File: src/rtl/mux_scan_pkg.sv
// rtl/mux_scan_pkg.sv - shared types and constants for the mux scan sequencer
package mux_scan_pkg;

    localparam int NUM_CH = 4;
    localparam int CH_W   = 2;

    typedef enum logic [1:0] {
        IDLE   = 2'd0,
        SETTLE = 2'd1,
        DONE   = 2'd2
    } state_t;

endpackage

File: src/rtl/mux_scan_dwell_cnt.sv
// rtl/mux_scan_dwell_cnt.sv - loadable dwell down-counter with zero flag
module mux_scan_dwell_cnt #(
    parameter int CNT_W = 4
) (
    input  logic             clk,
    input  logic             rst,
    input  logic             load,
    input  logic [CNT_W-1:0] load_val,
    input  logic             dec,
    output logic             zero
);

    logic [CNT_W-1:0] cnt;

    // load wins over decrement; the count parks at zero until reloaded
    always_ff @(posedge clk or posedge rst) begin
        if (rst) begin
            cnt <= '0;
        end else if (load) begin
            cnt <= load_val;
        end else if (dec && (cnt != '0)) begin
            cnt <= cnt - 1'b1;
        end
    end

    assign zero = (cnt == '0);

endmodule

File: src/rtl/mux_scan_sequencer.sv
// rtl/mux_scan_sequencer.sv - steps a 4:1 mux select, samples Y per channel, emits 4-bit frames (MUX_SCAN_CONT_EN: continuous rescans)
module mux_scan_sequencer
    import mux_scan_pkg::*;
#(
    parameter int DWELL = 2,
    parameter int CNT_W = 4
) (
    input  logic       clk,
    input  logic       rst,
    input  logic       start,
    input  logic       Y,
    output logic       S0,
    output logic       S1,
    output logic       busy,
    output logic [3:0] frame_data,
    output logic       frame_valid,
    input  logic       frame_ready
);

    localparam logic [CNT_W-1:0] RELOAD   = CNT_W'(DWELL - 1);
    localparam logic [CH_W-1:0]  LAST_CH  = CH_W'(NUM_CH - 1);

    state_t              state;
    logic [CH_W-1:0]     ch;
    logic [NUM_CH-2:0]   shadow;
    logic                cnt_load;
    logic                cnt_dec;
    logic                cnt_zero;
    logic                handshake;
    logic                last_ch;

    assign handshake = frame_valid & frame_ready;
    assign last_ch   = (ch == LAST_CH);

    // reload the dwell count whenever a channel (or a whole scan) begins
    always_comb begin
        cnt_load = 1'b0;
        cnt_dec  = 1'b0;
        if (state == IDLE && start) begin
            cnt_load = 1'b1;
        end
        if (state == SETTLE) begin
            if (cnt_zero) begin
                cnt_load = !last_ch;
            end else begin
                cnt_dec = 1'b1;
            end
        end
`ifdef MUX_SCAN_CONT_EN
        if (state == DONE && handshake) begin
            cnt_load = 1'b1;
        end
`endif
    end

    mux_scan_dwell_cnt #(
        .CNT_W(CNT_W)
    ) u_dwell_cnt (
        .clk      (clk),
        .rst      (rst),
        .load     (cnt_load),
        .load_val (RELOAD),
        .dec      (cnt_dec),
        .zero     (cnt_zero)
    );

    // scan FSM: channel stepping, Y capture, frame hand-off; select lines are registered
    always_ff @(posedge clk or posedge rst) begin
        if (rst) begin
            state       <= IDLE;
            ch          <= '0;
            shadow      <= '0;
            S0          <= 1'b0;
            S1          <= 1'b0;
            busy        <= 1'b0;
            frame_data  <= 4'b0000;
            frame_valid <= 1'b0;
        end else begin
            case (state)
                IDLE: begin
                    {S1, S0} <= 2'b00;
                    if (start) begin
                        state  <= SETTLE;
                        ch     <= '0;
                        shadow <= '0;
                        busy   <= 1'b1;
                    end
                end
                SETTLE: begin
                    if (cnt_zero) begin
                        if (!last_ch) begin
                            shadow[ch] <= Y;
                            ch         <= ch + 2'd1;
                            {S1, S0}   <= ch + 2'd1;
                        end else begin
                            // the final channel's Y goes straight into the frame
                            frame_data  <= {Y, shadow};
                            frame_valid <= 1'b1;
                            {S1, S0}    <= 2'b00;
                            state       <= DONE;
                        end
                    end
                end
                DONE: begin
                    if (handshake) begin
                        frame_valid <= 1'b0;
`ifdef MUX_SCAN_CONT_EN
                        state  <= SETTLE;
                        ch     <= '0;
                        shadow <= '0;
`else
                        state <= IDLE;
                        busy  <= 1'b0;
`endif
                    end
                end
                default: begin
                    state    <= IDLE;
                    busy     <= 1'b0;
                    {S1, S0} <= 2'b00;
                end
            endcase
        end
    end

endmodule

File: config.mk
export PLATFORM = sky130hd
export DESIGN_NAME = mux_scan_sequencer
export DESIGN_NICKNAME = d
export VERILOG_FILES = /design/src/rtl/mux_scan_pkg.sv /design/src/rtl/mux_scan_dwell_cnt.sv /design/src/rtl/mux_scan_sequencer.sv
export SDC_FILE = /design/constraint.sdc
export NUM_CORES = 1
export LEC_CHECK = 0
export ABC_AREA = 1
export ABC_CLOCK_PERIOD_IN_PS = 2150
export CAP_MARGIN = 20
export CORE_MARGIN = 2
export CORE_UTILIZATION = 57
export CTS_CLUSTER_SIZE = 14
export DETAILED_ROUTE_END_ITERATION = 7
export HOLD_SLACK_MARGIN = 0.02
export PLACE_DENSITY = 0.79
export SLEW_MARGIN = 15
export SYNTH_ARGS = -nofsm -noshare
export SYNTH_HDL_FRONTEND = slang
export SYNTH_SLANG_ARGS = --single-unit
File: constraint.sdc
create_clock -name clk -period 2.15 [get_ports clk]
set_input_delay 0.3225 -clock clk [delete_from_list [all_inputs] [get_ports clk]]
set_output_delay 0.3225 -clock clk [all_outputs]
set_load 0.005 [all_outputs]
==> reports/results.ini <==
[outcome]
status=complete, no violations

[floorplanning]
initial_core_util_pct=60.00
die_outline_height_um=46.63
die_width_um=46.63
placeableCoreArea_um2=1727
num_rows=15
pin_count=13
dieArea_um2=2174

[clock_tree]
ctsHoldBuffers=0
cts_max_path_buffers=2
cts_max_level=1
clockRootBuffer=clkbuf_4
tritoncts=yes
cts_sink_cnt=19
post_cts_buffers=0
numCtsBuffers=3
number_of_resized_instances_in_the_post_cts_repair_step=0
clk_transition_reported_paths_ns=0.10
worstSkewPairLatency_ns=0.30

[timing]
clock_skew_ns=0.001127
finalSetupViolCount=0
holdWs_ns=0.4179
worst_margin_slew_ns=0.6973
clock.fmax_mhz=632.3
max-slew-margin-rel_pct=53.46
period_minus_slack_ns=1.582
final.period_utilization_pct=73.57
final.setup.tns_ns=0
final_hold_vio_count=0
report.final.slew_viol_count=0
rsz0062_at_grt=false

[logic_synthesis]
post_synth_xor_area_fraction_pct=0
synth_adder_area_share_pct=6.039
synthDistinctLibCells=20
dominant_combinational_cell_family_by_area_after_synthesis=simple AND/OR/NAND/NOR gates
postSynthCellCount=118
yosys_register_bits=19
synth_compound_area_share_pct=7.729
yosysTopAreaCell=dfrtp_1
yosys-top-cells-area=dfrtp_1, nand2_1, ha_1
multiplexer_share_of_the_synthesized_area_pct=0
synth.top_cell.area_share_pct=45.89
synth_sequential_area_ratio_pct=45.89
synthSimpleGateAreaFrac_pct=34.18
post_syn_nets=128
warnings_from_yosys=0
synth.cell_area_um2=1036
syn_avg_cell_area_um2=8.780

[finish]
final_core_utilization_pct=70.29
syn2layout_area_growth_pct=17.15
mostFrequentLayoutCells=nand2_1, dfrtp_1, inv_1
finish.cell_count_without_fillers=159
commonest_non_fill_non_tap_cell_in_the_layout=nand2_1
layout.nets=145
layout-drive-gt1-share_pct=13.43
num_antenna_cells=0

[worst_setup_path]
kind_of_critical_path=register to register
critical_path.startpoint_type=register
timing.critical_path.slowest_cell_delay_ns=0.43
crit_path_cell_trace=ha_1 > a21oi_1 > nand3_4 > nand2_1 > nor2_2
worst_ep_arrival_time_ns=1.78
timing.critical_path.fanout_max=8
critical_path_required_ns=2.35
critical-path-slowest-cell=dfrtp_1
worstSetupEndpointType=register

[drt]
vias_per_cell=5.132
drt-initial-drc-count=14
final_antenna_net_count=0
detailed_route_wire_length_per_cell_um=11.73
vias=816
drcViolationCount=0
drtPass1Iterations=4
drt-total-wl_um=1865

[pwr]
ir_drop_mv=0.9047
pwr_density_cell_nw_per_um2=1441
post-layout-total-power_uw=1749
p_leak_uw=0.0005956

[grt]
grt_pass1_wl_um=3194
grt_max_degree=20
grt_usage_pct=21.58
grt_pass1_vias=722
grt_antenna_before_repair=0
globalRouteOverflowTotal=0

[placed_design]
port-buffer-count=12
place.detailed.hpwl_um=1418
dp.cells=155
place.gp.congestion=0.8124

[run]
drv.max_cap_violation_count=0

[worst_hold_path]
hp-class=input port to async pin

## synth_stat cells (all sizes together)
master and count:
nand4 9, o21bai 1, nor2 7, nand2 41, dfrtp 19, a21oi 2, inv 17, ha 5
nor3 3, nand3 6, o21ai 8
## flip-flops by register name, indices dropped and copies added (netlist names)
name and flops:
ch 2, shadow 3, S1 1, S0 1, frame_data 4, state 2, u_dwell_cnt.cnt 4, busy 1
frame_valid 1
## routing by layer
metal	GRT usage, %	vias to the layer above	wire (um)
met5	0	-	0
met4	10.00	0	23
met3	3.922	3	106
met2	35.28	26	924
met1	27.52	365	810
li1	-	422	-
## final timing paths
path | startpoint | to | slack, ns | cells after the start
worst max-delay path | ch[0] | u_dwell_cnt.cnt[3] | 0.57 | 5
worst min-delay path | rst | u_dwell_cnt.cnt[2] | 0.42 | 2
worst max register to register | ch[0] | u_dwell_cnt.cnt[3] | 0.57 | 5
worst min register to register | busy | busy | 0.48 | 2
max in group asynchronous | rst | busy | 1.29 | 2
min in group clk | busy | busy | 0.48 | 2
## logic make-up (layout without fill, tap and decap cells)
kind of cell / after synthesis / count (layout)
adders and majority gates: 5 / 5
AOI/OAI and AO/OA: 11 / 11
buffers and inverters: 17 / 33
and+or+nand+nor: 66 / 66
DFF: 19 / 19
## cell type report
type,instances,area [um^2]
fill,133,513.0
multi-input combinational,82,496.7
sequential,19,475.5
timing repair buffer,12,120.1
inverter,17,63.81
tap,25,31.28
clock buffer,4,26.28
## critical path: cells and delay by family (launching register included)
kind                       cells  cell delay, ns
AOI/OAI and AO/OA              1            0.41
DFF                            1            0.43
adders and majority gates      1            0.30
and+or+nand+nor                3            0.34
## metrics by stage
| stage | worst slack (ns) | instance area [um^2] |
|---|---|---|
| detailed placement | 0.5953 | 1187 |
| global route | 0.4741 | 1214 |
| floorplan | 0.7274 | 1036 |
| CTS | 0.5773 | 1214 |
| finish | 0.5684 | 1214 |
| global placement | 0.6597 | 1187 |
## power by group
part           switching, uW  leakage (uW)  internal [uW]
logic                    558      0.000341            395
registers                108      0.000240            509
clock network            107     0.0000150           72.4
total                    773      0.000596            976
Power figures use the tool's default switching activity.
